### src/rtl/gcd_pkg.sv
// Shared types and constants for the GCD datapath blocks.
// Slot occupancy state and demux select encoding.
package gcd_pkg;

    localparam int GCD_WIDTH = 4;

    typedef enum logic {
        SLOT_EMPTY = 1'b0,
        SLOT_FULL  = 1'b1
    } slot_state_t;

    typedef enum logic {
        SEL_A = 1'b0,
        SEL_B = 1'b1
    } sel_t;

endpackage

### src/rtl/gcd_demux_slot.sv
// One-entry holding slot with load/drain handshake and optional drain counter (GCD_DEMUX_COUNT_EN).
// Latency: loaded value visible on x_data/x_valid one cycle after the load edge.
// Backpressure: can_load is low only while full and the consumer is not taking the value.
module gcd_demux_slot
    import gcd_pkg::*;
#(
    parameter int WIDTH = GCD_WIDTH
`ifdef GCD_DEMUX_COUNT_EN
    ,
    parameter int CNT_W = 8
`endif
) (
    input  logic             clk,
    input  logic             rst,
    input  logic             load,
    input  logic [WIDTH-1:0] load_data,
    output logic             can_load,
    output logic [WIDTH-1:0] x_data,
    output logic             x_valid,
    input  logic             x_ready
`ifdef GCD_DEMUX_COUNT_EN
    ,
    output logic [CNT_W-1:0] x_count
`endif
);

    slot_state_t state;
    logic        drain;

    assign drain    = x_valid && x_ready;
    assign can_load = !x_valid || x_ready;

    // load is only asserted while can_load is high, so a load in FULL always coincides with a drain
    always_ff @(posedge clk) begin
        if (rst) begin
            state   <= SLOT_EMPTY;
            x_valid <= 1'b0;
            x_data  <= '0;
        end else begin
            case (state)
                SLOT_EMPTY: begin
                    if (load) begin
                        state   <= SLOT_FULL;
                        x_valid <= 1'b1;
                        x_data  <= load_data;
                    end
                end
                SLOT_FULL: begin
                    if (load) begin
                        x_data <= load_data;
                    end else if (drain) begin
                        state   <= SLOT_EMPTY;
                        x_valid <= 1'b0;
                    end
                end
                default: begin
                    state   <= SLOT_EMPTY;
                    x_valid <= 1'b0;
                end
            endcase
        end
    end

`ifdef GCD_DEMUX_COUNT_EN
    always_ff @(posedge clk) begin
        if (rst) begin
            x_count <= '0;
        end else if (drain) begin
            x_count <= x_count + 1'b1;
        end
    end
`endif

endmodule

### src/rtl/gcd_demux.sv
// Registered 1-to-2 demux steering in_data to slot A or B by in_sel; optional counters via GCD_DEMUX_COUNT_EN.
// Latency: one cycle from accept to x_valid.
// Backpressure: in_ready reflects only the selected slot, so a stalled consumer blocks only its own path.
module gcd_demux
    import gcd_pkg::*;
#(
    parameter int WIDTH = GCD_WIDTH
`ifdef GCD_DEMUX_COUNT_EN
    ,
    parameter int CNT_W = 8
`endif
) (
    input  logic             clk,
    input  logic             rst,
    input  logic [WIDTH-1:0] in_data,
    input  logic             in_sel,
    input  logic             in_valid,
    output logic             in_ready,
    output logic [WIDTH-1:0] a_data,
    output logic             a_valid,
    input  logic             a_ready,
    output logic [WIDTH-1:0] b_data,
    output logic             b_valid,
    input  logic             b_ready
`ifdef GCD_DEMUX_COUNT_EN
    ,
    output logic [CNT_W-1:0] a_count,
    output logic [CNT_W-1:0] b_count
`endif
);

    sel_t sel;
    logic a_can_load;
    logic b_can_load;
    logic accept;
    logic load_a;
    logic load_b;

    assign sel      = sel_t'(in_sel);
    assign in_ready = (sel == SEL_B) ? b_can_load : a_can_load;
    assign accept   = in_valid && in_ready;
    assign load_a   = accept && (sel == SEL_A);
    assign load_b   = accept && (sel == SEL_B);

    gcd_demux_slot #(
        .WIDTH(WIDTH)
`ifdef GCD_DEMUX_COUNT_EN
        ,
        .CNT_W(CNT_W)
`endif
    ) u_slot_a (
        .clk      (clk),
        .rst      (rst),
        .load     (load_a),
        .load_data(in_data),
        .can_load (a_can_load),
        .x_data   (a_data),
        .x_valid  (a_valid),
        .x_ready  (a_ready)
`ifdef GCD_DEMUX_COUNT_EN
        ,
        .x_count  (a_count)
`endif
    );

    gcd_demux_slot #(
        .WIDTH(WIDTH)
`ifdef GCD_DEMUX_COUNT_EN
        ,
        .CNT_W(CNT_W)
`endif
    ) u_slot_b (
        .clk      (clk),
        .rst      (rst),
        .load     (load_b),
        .load_data(in_data),
        .can_load (b_can_load),
        .x_data   (b_data),
        .x_valid  (b_valid),
        .x_ready  (b_ready)
`ifdef GCD_DEMUX_COUNT_EN
        ,
        .x_count  (b_count)
`endif
    );

endmodule
### config.mk
export PLATFORM = sky130hd
export DESIGN_NAME = gcd_demux
export DESIGN_NICKNAME = d
export VERILOG_FILES = /design/src/rtl/gcd_pkg.sv /design/src/rtl/gcd_demux_slot.sv /design/src/rtl/gcd_demux.sv
export SDC_FILE = /design/constraint.sdc
export NUM_CORES = 1
export LEC_CHECK = 0
export CORE_AREA = 2 2 39 41
export DETAILED_ROUTE_END_ITERATION = 8
export DIE_AREA = 0 0 41 43
export GPL_TIMING_DRIVEN = 1
export PLACE_DENSITY = 0.75
export SLEW_MARGIN = 10
export SYNTH_ARGS = -nofsm -noshare
export SYNTH_HDL_FRONTEND = slang
export SYNTH_SLANG_ARGS = --single-unit
### constraint.sdc
create_clock -name clk -period 2.8 [get_ports clk]
set_clock_uncertainty 0.15 [all_clocks]
set_input_delay 0.42 -clock clk [delete_from_list [all_inputs] [get_ports clk]]
set_output_delay 0.42 -clock clk [all_outputs]
set_load 0.005 [all_outputs]
Word level (Yosys, flattened, before mapping)
Cells that the tools add are included.
{"block": "classes", "reduce_logical": 11, "n_bitwise": 3, "eq_ne": 6, "muxes": 19}
{"operator": "$mux 1", "n": 13}
{"operator": "$ne 2x2->1 const B", "n": 6}
{"operator": "$mux 4", "n": 2}
{"operator": "$pmux 1 s2", "n": 4}
{"operator": "$reduce_and 3->1", "n": 2}
{"operator": "$logic_and 1x1->1", "n": 5}
{"operator": "$not 1->1", "n": 3}
{"operator": "$logic_not 1->1", "n": 2}
{"operator": "$logic_or 1x1->1", "n": 2}
{"block": "totals", "input_bits": 10, "ff_bits": 12, "elab_cells": 45}

Depth between registers and ports, before layout
{"block": "depth", "ltp_word": 7, "depth_mapped": 3}

Modules after synthesis
From an unflattened synthesis, not the netlist that was laid out.
{"block": "unflattened", "hier_cells": 47, "hier_area_um2": 503.0}
{"mod": "gcd_demux_slot", "area_per_inst_um2": 235.2, "n_inst": 2, "seq_area_each_um2": 120.1, "cells_per_inst": 22}
{"mod": "gcd_demux", "area_per_inst_um2": 32.5, "n_inst": 1, "seq_area_each_um2": 0.0, "cells_per_inst": 3}

Worst setup path after synthesis
OpenSTA, ideal clock, no wires.
{"block": "synth_path", "kind": "input-to-output", "from": "in a_ready", "to": "out in_ready", "cell_stages": 3, "path_slack_ns": 1.531, "required_time_ns": 2.230, "arrival_time_ns": 0.699, "cell_sequence": "nand2b_1 -> nor2_1 -> a21oi_1"}
{"block": "synth_via", "elab_chain_cells": 2}
{"item": "start, declared", "line_no": "gcd_demux.sv:21", "source": "input logic a_ready,"}
{"item": "$logic_or 1x1->1", "line_no": "gcd_demux_slot.sv:31", "source": "assign can_load = !x_valid || x_ready;"}
{"item": "$mux 1", "line_no": "gcd_demux.sv:40", "source": "assign in_ready = (sel == SEL_B) ? b_can_load : a_can_load;"}
{"item": "end, declared", "line_no": "gcd_demux.sv:18", "source": "output logic in_ready,"}
No other way between the ends.

Worst setup path after layout
Same ends and word-level chain as after synthesis.

==> metrics.md <==
| Metric | Value |
|---|---|
| Slew at the pin closest to its max-slew limit | about 0.5 ns |
| Synth Area in Compound Gates | between 15 and 20% |
| Non-filler instance count after layout | 96 |
| Post-route DRC | 0 |
| FP Rows | 14 |
| Tot Pwr | roughly 360 uW |
| Largest net degree at the start of global routing | 17 |
| Vias in the first global route | ~420 |
| CTS root buf | clkbuf_4 |
| Worst Hold Class | reg -> reg |
| Async set-reset flop share out of synthesis | 0% |
| Ant diodes | 0 |
| Worst r2r path cells | 3 |
| Mux cell area share after synthesis | between 7 and 8% |
| Headroom to the max-slew limit | 67.2% |
| CTS tree | yes |
| R2R setup slack | about 1.6 ns |
| Synth Area in Adders | 0% |
| Xor-xnor portion of the synthesized cell area | 0% |
| Crit path launch type | input pin |
| Crit Path Class | in -> out |
| Synth top cells by count | dfxtp_1, nand2b_1 |
| WHS Endpoint | u_slot_a.x_data[1] |
| Max IR drop VDD | approximately 0.00021 V |
| Syn Inst Count | 58 |
| Via density | ~5 |
| Synth Warn # | 0 |
| Htree depth | 1 |
| Fillers | between 100 and 150 |
| Static leakage power | just under 0.3 nW |
| Count leader, synth | dfxtp_1 |
| WHS Path Cells | 2 |
| Hold wc startpoint | u_slot_a.x_data[1] |
| Die W | between 40 and 50 um |
| Post-CTS Setup Bufs | 0 |
| Num ports | 21 |
| R2r startpoint | u_slot_a.x_valid |
| Cell area after synthesis | roughly 540 um2 |
| RSZ-0062 raised after global routing | false |
| Dpl hpwl | slightly above 800 um |
| Dpl cells | between 90 and 100 |
| Nets | just over 90 |
| Setup violations, final | 0 |
| FF-to-FF End | u_slot_a.x_data[3] |
| Pwr dens | 460 nW/um2 |
| Post-synth EDFFs | 0 |
| Initial Util | around two fifths |
| Yosys reg bits | 12 |
| IO buf count | 20 |
| Net Count, Synth | 68 |
| Post-synthesis sequential area ratio | between 40% and 50% |
| Area delta synth->final | 44.3% |
| Tcrit/Tclk final | roughly 82% |
| Main combinational cell family by area after synthesis | simple AND/OR/NAND/NOR gates |
| CTS resizes | 0 |
| Synth area leader | dfxtp_1 |
| Drt pass-1 iters | 4 |
| Gp weighted congestion | between 0.6 and 0.7 |
| Clk sink count | 12 |
| Max Freq | between 0.4 and 0.5 GHz |
| Initial antenna violation count | 0 |
| Synth top area share | roughly 45% |
| Die height | 43 um |
| Clock-pin slew on the worst setup and hold paths | 0.07 ns |
| GRT Util Overall | 14.1% |
| Final Core Density | a little under three fifths |
| Critical path peak fanout | 3 |
| First-pass GRT wire length | between 1500 and 2000 um |
| Fraction of layout cells with a size suffix above 1 | 11.3% |
| Antenna Nets Post-Route | 0 |
| CP Capture Type | output port |
| DR vias | between 400 and 500 |
| Post-synth cell types | 18 |
| Max Root-Sink Buffers | 2 |
| Drt total wl | roughly 1100 um |
| Max cap viols | 0 |
| CTS Hold Bufs | 0 |
| Max-slew violation count | 0 |
| Hold Fails Final Rpt | 0 |
| Most common flop cell mapped by yosys | dfxtp_1 |
| CP Data Required Time | around 2.2 ns |
| Crit path DAT | about 1.7 ns |
| Core ar. | between 1000 and 1500 um2 |
| Setup TNS Final | 0 ns |
| Outcome | finished clean |
| Area contributors post-synth | dfxtp_1, nand2b_1, mux2i_1 |
| Wire per inst | 11.2 um |
| Min Tclk post-route | 2.30 ns |
| Clk_lat worst skew | roughly 0.27 ns |
| Fraction of the mapped netlist area in simple logic gates | a little under a third |
| Post-Syn Area per Cell | slightly above 9 um2 |
| Die area | ~1800 um2 |
| Congestion Overflow GR | 0 |
| TritonCTS Buffers | 3 |
| 1st-iter DRT viols | 11 |
power by group:
part | leakage [nW] | total, mW | internal [mW] | switching [mW]
clock network | 0.0138 | 0.105 | 0.0499 | 0.0551
logic | 0.176 | 0.0648 | 0.0407 | 0.0241
registers | 0.0984 | 0.187 | 0.181 | 0.00607
cell type report:
class | count | area (um2) | share of cell area, %
clock buffers | 3 | 22.5 | 2.91
multi-input cells | 45 | 292 | 37.6
flip-flops and latches | 12 | 240 | 31.0
well taps | 16 | 20.0 | 2.58
repair buffers | 20 | 200 | 25.8
sequential cells by signal, indices dropped and copies added, names as in the netlist:
signal / flops
u_slot_a.x_data: 4
u_slot_b.x_data: 4
u_slot_a.state: 1
u_slot_a.x_valid: 1
u_slot_b.state: 1
u_slot_b.x_valid: 1
routing by layer:
layer	wire length, um	share of wire [%]	GRT usage (%)	vias to the layer above
met4	25	2.3	8.00	0
met3	72	6.7	3.14	2
met2	482	45	20.6	19
met5	0	0	0	-
met1	498	46	18.2	205
li1	-	-	-	241
cells by family after synthesis:
kind of cell | count (synthesis)
mux | 4
simple gates | 26
flops | 12
buf+inv | 1
compound gates | 15
placed cells by master (no fill, tap or decap), types with 3 or more instances in the layout:
cell              n
clkdlybuf4s50_1  20
dfxtp_1          12
o21ai_0           4
clkbuf_4          3
nand2_1           4
mux2i_1           4
nor2b_1           4
nor2_1            3
nand2b_1         10
o21ai_1           4
worst max path at each step:
stage               startpoint  endpoint  slack, ns
finish                 a_ready  in_ready       0.50
global route           a_ready  in_ready       0.44
CTS                    a_ready  in_ready       0.50
detailed placement     a_ready  in_ready       0.51
global placement       a_ready  in_ready       0.53
floorplan              a_ready  in_ready       1.53
critical path, cell delays in order:
cell and delay, ns:
clkdlybuf4s50_1 0.49, nand2b_1 0.15, nor2_1 0.05, a21oi_1 0.11, clkdlybuf4s50_1 0.51
through the flow:
stage | hold slack, ns | area (um2) | worst slack [ns]
floorplan | 0.300 | 537 | 1.53
global placement | 0.314 | 752 | 0.528
detailed placement | 0.324 | 752 | 0.507
CTS | 0.336 | 774 | 0.496
global route | 0.346 | 774 | 0.439
finish | 0.326 | 774 | 0.499
No activity file was read; power rests on OpenSTA's default activity.
